## config.mk

```make
export PLATFORM = sky130hd
export DESIGN_NAME = comp_seq_ctrl
export DESIGN_NICKNAME = d
export VERILOG_FILES = /design/src/rtl/comp_seq_ctrl.sv
export SDC_FILE = /design/constraint.sdc
export NUM_CORES = 1
export LEC_CHECK = 0
export CORE_MARGIN = 5
export CORE_UTILIZATION = 45
export CTS_CLUSTER_DIAMETER = 50
export DETAILED_ROUTE_END_ITERATION = 6
export PLACE_DENSITY_LB_ADDON = 0.15
export SYNTH_ARGS = -nofsm -noshare
export SYNTH_HDL_FRONTEND = slang
export SYNTH_SLANG_ARGS = --single-unit
```

## constraint.sdc

```tcl
create_clock -name clk -period 2.3 [get_ports clk]
set_clock_uncertainty 0.2 [all_clocks]
set_input_delay 0.69 -clock clk [delete_from_list [all_inputs] [get_ports clk]]
set_output_delay 0.69 -clock clk [all_outputs]
set_load 0.02 [all_outputs]
```

## src/rtl/comp_seq_ctrl.sv

```systemverilog
// comp_seq_ctrl: sequential unsigned magnitude comparator.
// Walks the latched operands MSB-first, one 2-bit slice per clock, and stops
// at the first unequal slice. Host handshake is start/busy/done; the result
// flags and the slice count stay registered until the next accepted start.
module comp_seq_ctrl #(
  parameter  int WIDTH = 8,
  localparam int NS    = WIDTH / 2,
  localparam int CW    = $clog2(NS) + 1
) (
  input  logic             clk,
  input  logic             rst,
  input  logic             start,
  input  logic [WIDTH-1:0] a,
  input  logic [WIDTH-1:0] b,
  output logic             busy,
  output logic             done,
  output logic             alb,
  output logic             aeb,
  output logic             agb,
  output logic [CW-1:0]    slices
);

  // Slice index width; a single-slice operand still needs one index bit.
  localparam int IW = (NS > 1) ? $clog2(NS) : 1;

  localparam logic [1:0] S_IDLE = 2'd0;
  localparam logic [1:0] S_CMP  = 2'd1;
  localparam logic [1:0] S_DONE = 2'd2;

  logic [1:0]       r_state;
  logic [WIDTH-1:0] r_a;
  logic [WIDTH-1:0] r_b;
  logic [IW-1:0]    r_idx;
  logic [CW-1:0]    r_slices;
  logic             r_alb;
  logic             r_aeb;
  logic             r_agb;
  logic [1:0]       w_pa;
  logic [1:0]       w_pb;

  // Select the current 2-bit slice pair from the latched operands.
  always_comb begin
    w_pa = 2'b00;
    w_pb = 2'b00;
    for (int i = 0; i < NS; i++) begin
      if (r_idx == IW'(i)) begin
        w_pa = r_a[2*i +: 2];
        w_pb = r_b[2*i +: 2];
      end
    end
  end

  // Control FSM plus operand, index, count and flag registers.
  always_ff @(posedge clk or posedge rst) begin
    if (rst) begin
      r_state  <= S_IDLE;
      r_a      <= '0;
      r_b      <= '0;
      r_idx    <= '0;
      r_slices <= '0;
      r_alb    <= 1'b0;
      r_aeb    <= 1'b0;
      r_agb    <= 1'b0;
    end else begin
      case (r_state)
        S_IDLE: begin
          if (start) begin
            r_a      <= a;
            r_b      <= b;
            r_idx    <= IW'(NS - 1);
            r_slices <= '0;
            r_alb    <= 1'b0;
            r_aeb    <= 1'b0;
            r_agb    <= 1'b0;
            r_state  <= S_CMP;
          end
        end
        S_CMP: begin
          r_slices <= r_slices + CW'(1);
          if (w_pa != w_pb) begin
            // First unequal slice decides the whole compare.
            r_alb   <= (w_pa < w_pb);
            r_agb   <= (w_pa > w_pb);
            r_state <= S_DONE;
          end else if (r_idx == '0) begin
            r_aeb   <= 1'b1;
            r_state <= S_DONE;
          end else begin
            r_idx <= r_idx - IW'(1);
          end
        end
        S_DONE: begin
          // start is deliberately not looked at here.
          r_state <= S_IDLE;
        end
        default: r_state <= S_IDLE;
      endcase
    end
  end

  assign busy   = (r_state == S_CMP);
  assign done   = (r_state == S_DONE);
  assign alb    = r_alb;
  assign aeb    = r_aeb;
  assign agb    = r_agb;
  assign slices = r_slices;

endmodule

```

# Word level (Yosys, flattened, before mapping)
# Cells that the tools add are included.
word_totals:
  ff_bits: 26
  inputBits: 19
  output_inout_bits: 8
  wordCells: 59
op_classes:
  n_addsub: 2
  n_lt_le_gt_ge: 2
  eq_ne: 12
  n_mux: 26
  n_reduce_logical: 9
op_table:
  columns: ["cell", "n"]
  rows:
  - ["2-bit two-way mux", 14]
  - ["2-bit case mux with 2 select lines", 2]
  - ["4-bit AND reduction", 2]
  - ["2-bit equality test (second input constant)", 3]
  - ["2-bit != test (second input constant)", 3]
  - ["1-bit case mux with 2 select lines", 3]
  - ["3-bit case mux with 2 select lines", 1]
  - ["2-bit AND reduction", 3]
  - ["1-bit two-way mux", 5]
  - ["2-bit by 1-bit equality test with 1-bit output (second input constant)", 2]
  - ["2-bit zero test", 2]
  - ["2-bit by 1-bit != test with 1-bit output (second input constant)", 2]
  - ["3-bit by 1-bit adder with 3-bit output (second input constant)", 1]
  - ["3-bit two-way mux", 1]
  - ["3-bit by 1-bit != test with 1-bit output (second input constant)", 1]
  - ["3-bit AND reduction", 1]
  - ["2-bit > comparator", 1]
  - ["2-bit < comparator", 1]
  - ["2-bit != test", 1]
  - ["2-bit nonzero test", 1]
  - ["2-bit by 1-bit subtractor with 2-bit output (second input constant)", 1]

# Logic depth before layout (Yosys ltp)
# Gate-level depths: netlist (run 1).
depth:
  word_depth: 8
  ltp_mapped: 10
  mapped_depth_nobuf: 9

# Worst setup path after synthesis (run 1)
# Ideal clock, no wire load.
synth_path:
  path_type: "register to register"
  from: "register r_idx[0]"
  to: "register r_idx[1]"
  setup_time_ns: 0.132
  arrival_time_ns: 1.983
  required_ns: 1.968
  setup_slack_ns: -0.016
  path_stages_with_launch: 11
  n_path_buf: 1
  synth_period_minus_slack_ns: 2.316
  cell_sequence: "dfrtp_1 inv_1 ha_1 nor2b_1 a221o_1 a22oi_1 ha_1 and3b_1 buf_2 o32ai_1 a31oi_1"
synth_between:
  elab_chain_len: 8
  elab_cells_between_ends: 20
  cone_classes: "add/sub: 1; eq/ne: 6; mux: 11; reduce/logical: 2"
synth_lines:
  columns: ["element", "line_no", "rtl"]
  rows:
  - ["from (decl)", "33", "logic [IW-1:0] r_idx;"]
  - ["from (signal assigned)", "70", "r_idx <= IW'(NS - 1);"]
  - ["from (signal assigned)", "89", "r_idx <= r_idx - IW'(1);"]
  - ["2-bit zero test", "46, 85", null]
  - ["2-bit two-way mux (4 in series)", "46", "if (r_idx == IW'(i)) begin"]
  - ["2-bit != test", "80", "if (w_pa != w_pb) begin"]
  - ["2-bit != test (no line)", null, null]
  - ["4-bit AND reduction (no line)", null, null]
# Parallel ways exist; a longest one is shown, timed or not. The select of a mux whose other input is x is not followed.
# A chain may end at the register's enable or synchronous reset.

# Worst setup path in the final report (run 1)
layout_path:
  from: "register r_idx[0]"
  to: "register r_idx[0]"
# The elaborated chain is that of the path after synthesis.

==> summary.md, run 1 <==
| Metric | Value |
|---|---|
| CP dominant cell by count | buf_4 |
| Drt drc | 0 |
| IO Count | 27 |
| Crit share post-route | 100.5% |
| Fillers | 226 |
| Final core utilization | 66.33% |
| Synthesized area per cell | 11.78 um2 |
| Number of synthesized flops with an enable pin | 0 |
| Logic pwr share | 50.9% |
| Top-count cell post-synth | dfrtp_1 |
| Final Hold Fails | 0 |
| Pre-CTS WS | -0.08947 ns |
| Fmax | 432.5 MHz |
| Vias in the first global route | 1,024 |
| Actual slew at the worst max-slew pin | 0.3346 ns |
| Critical path capture point type | register |
| WP data arrival | 2.37 ns |
| Main flop type after synthesis | dfrtp_1 |
| Final Wtd Congestion | 0.7515 |
| Avg WL per Cell | 14.86 um |
| Unrepaired setup endpoints after global routing | yes |
| DR vias/cell | 5.276 |
| Worst hold path type | register to register |
| Full die area | 0.004054 mm2 |
| Nets@finish | 177 |
| Leading area contributor after synthesis | dfrtp_1 |
| N_diodes | 0 |
| Synth top area cells | dfrtp_1, mux2_2, ha_1 |
| WS Path Type | register to register |
| Initial antenna violation count | 0 |
| Area of the multi-input gates | 668.1 um2 |
| Clock transition at the registers of the reported paths | 0.15 ns |
| Violated checks | negative setup slack |
| Cts-stage hold buffer count | 0 |
| Wirelength, routed | 2689 um |
| Routed Antenna Nets | 0 |
| CTS tree | yes |
| HPWL Detailed | 1938 um |
| Internal power | 1.445 mW |
| Setup ws final | -0.01228 ns |
| First-pass GRT wire length | 4698 um |
| Synth Register Bits | 26 |
| Dpl cell area | 0.001650 mm2 |
| Reg power frac | 35.2% |
| H-tree depth | 1 |
| Port Buffers | 26 |
| Slew HR | 77.69% |
| Power density cells | 1265 mW/mm2 |
| Setup TNS Final | -0.01228 ns |
| CTS root buffer | clkbuf_4 |
| Worst vdd ir | 945.4 uV |
| CP Data Required Time | 2.36 ns |
| Switch Pwr | 0.8678 mW |
| Min Tclk post-route | 2.312 ns |
| Post-Layout Inst Area | 0.001829 mm2 |
| Total track usage | 14.23% |
| Synthesis-to-finish area growth | 41.12% |
| # rows | 19 |
| Endpoints failing setup | 1 |
| Worst path cell trace | buf_4, buf_4, ha_4, a21oi_1, a22oi_1, ha_1, and3b_2, o32ai_2, a31oi_1 |
| Most frequent cells after synthesis | dfrtp_1, mux2_2, nand2_1 |
| Sw Share | 37.52% |
| Worst skew pair latency | 0.33 ns |
| CTS Buffer Depth | 2 |
| Remaining global-route overflow | 0 |
| DRT Pass-1 Iters | 4 |
| Die width | 63.67 um |
| Syn Std Cell Area | 0.001296 mm2 |
| CP max stage cell | dfrtp_1 |
| Yosys warns | 0 |
| Pleak | 0.7882 nW |
| Crit-path max FO | 8 |
| Min Hold Slack | 0.3102 ns |
| CTS Buf Count | 3 |
| Max-cap viol count | 0 |
| Sequential share of the synthesized area | 50.19% |
| CP Launch Type | register |
| Vias | 955 |
| Synth Net Count | 136 |
| Core area | 0.002758 mm2 |
| Slew Limit Fails | 0 |
| Yosys cell types | 32 |
| # clock sinks | 26 |
| Largest net degree at the start of global routing | 27 |
| Post-synth top area share | 50.19% |
| Max incr delay on CP | 0.46 ns |
| Asr flop ratio synth | 100.0% |
| Starting Density | 47.01% |
| Status | complete, but fails checks |
| First-iteration detailed-routing DRC count | 21 |
| FF/Latch Area | 653.1 um2 |
| Die Height | 63.67 um |
| Clock share of power | 13.9% |
| Fraction of layout cells with a size suffix above 1 | 38.00% |
| Mapped Cells | 110 |
-- metrics by stage --
| step | total power [mW] | cells |
|---|---|---|
| after floorplan | 1.536 | 110 |
| after global placement | 1.832 | 173 |
| after detailed placement | 1.872 | 173 |
| after CTS | 2.301 | 181 |
| after global routing | 2.493 | 181 |
| final | 2.313 | 181 |
-- power groups by stage --
stage / combinational [mW] / sequential (mW) / clock, mW
floorplan: 0.734 / 0.802 / 0
global placement: 1.03 / 0.806 / 0
detailed placement: 1.06 / 0.808 / 0
CTS: 1.17 / 0.808 / 0.323
global route: 1.30 / 0.840 / 0.349
finish: 1.18 / 0.814 / 0.322
-- worst max-delay path: cells and delay by family, from the launching register on --
kind / cells / cell delay, ns
DFF: 1 / 0.46
adders and majority gates: 2 / 0.51
AOI/OAI and AO/OA: 4 / 0.48
buffers and inverters: 2 / 0.31
and+or+nand+nor: 1 / 0.28
-- state kept, by name, summed over array words and instances (netlist names) --
name / flops
aeb: 1
slices: 3
r_b: 8
r_state: 2
agb: 1
alb: 1
r_idx: 2
r_a: 8
-- worst paths after layout --
check,start,to,slack (ns),depth (start not counted)
worst max-delay path,r_idx[0],r_idx[0],-0.01,9
worst min register to register,slices[2],slices[2],0.31,1
min in group asynchronous,rst,r_a[4],0.49,3
worst max register to register,r_idx[0],r_idx[0],-0.01,9
max in group asynchronous,rst,r_state[0],1.14,3
worst min-delay path,slices[2],slices[2],0.31,1
-- cell usage in the layout (no fill, tap or decap), drive strengths merged --
master	count
mux2	14
o32ai	2
nand2	9
nand2b	1
clkdlybuf4s15	1
dfrtp	26
a31oi	2
nand3	1
or2b	2
dlymetal6s2s	1
ha	7
o22ai	1
mux2i	1
clkbuf	4
clkdlybuf4s50	23
inv	8
a32o	1
nor2	2
o31ai	2
a21oi	5
nor3b	1
a22oi	2
a221oi	2
o2bb2ai	1
bufinv	1
and3b	1
a221o	1
nor2b	3
buf	15
and2b	1
nand3b	3
o21ai	6
-- cells by family after synthesis --
family / Yosys count / share of synthesized area [%]
mux: 15 / 12.93
simple gates: 24 / 11.29
fa+ha+maj: 7 / 6.756
compound gates: 25 / 13.22
buf+inv: 13 / 5.598
flops: 26 / 50.19
-- per-layer routing --
metal	routed length, um	GRT usage (%)	up-vias
li1	-	-	472
met1	1201	17.95	465
met2	1330	23.35	16
met3	141	3.375	2
met4	16	5.455	0
met5	0	0	-
-- final cells by class --
type | instances | share of cell area (%)
repair buffers | 41 | 21.14
clock buffers | 3 | 1.231
flip-flops and latches | 26 | 35.70
well taps | 31 | 2.120
multi-input cells | 71 | 36.53
clock inverters | 1 | 1.642
inverters | 8 | 1.642
-- repair_timing --
item                       4_1_cts  5_1_grt
pin swaps                        6        5
resized for setup               20        9
buffers inserted                 4        0
gates cloned                     0        0
setup endpoints to repair        6        9
(Power assumes the default switching activity.)
==> inputs of run 2 (changes only) <==
CAP_MARGIN = 10   (was default)
==> results of run 2 <==
Same layout as run 1: the final DEF is identical, and so are final timing and power.
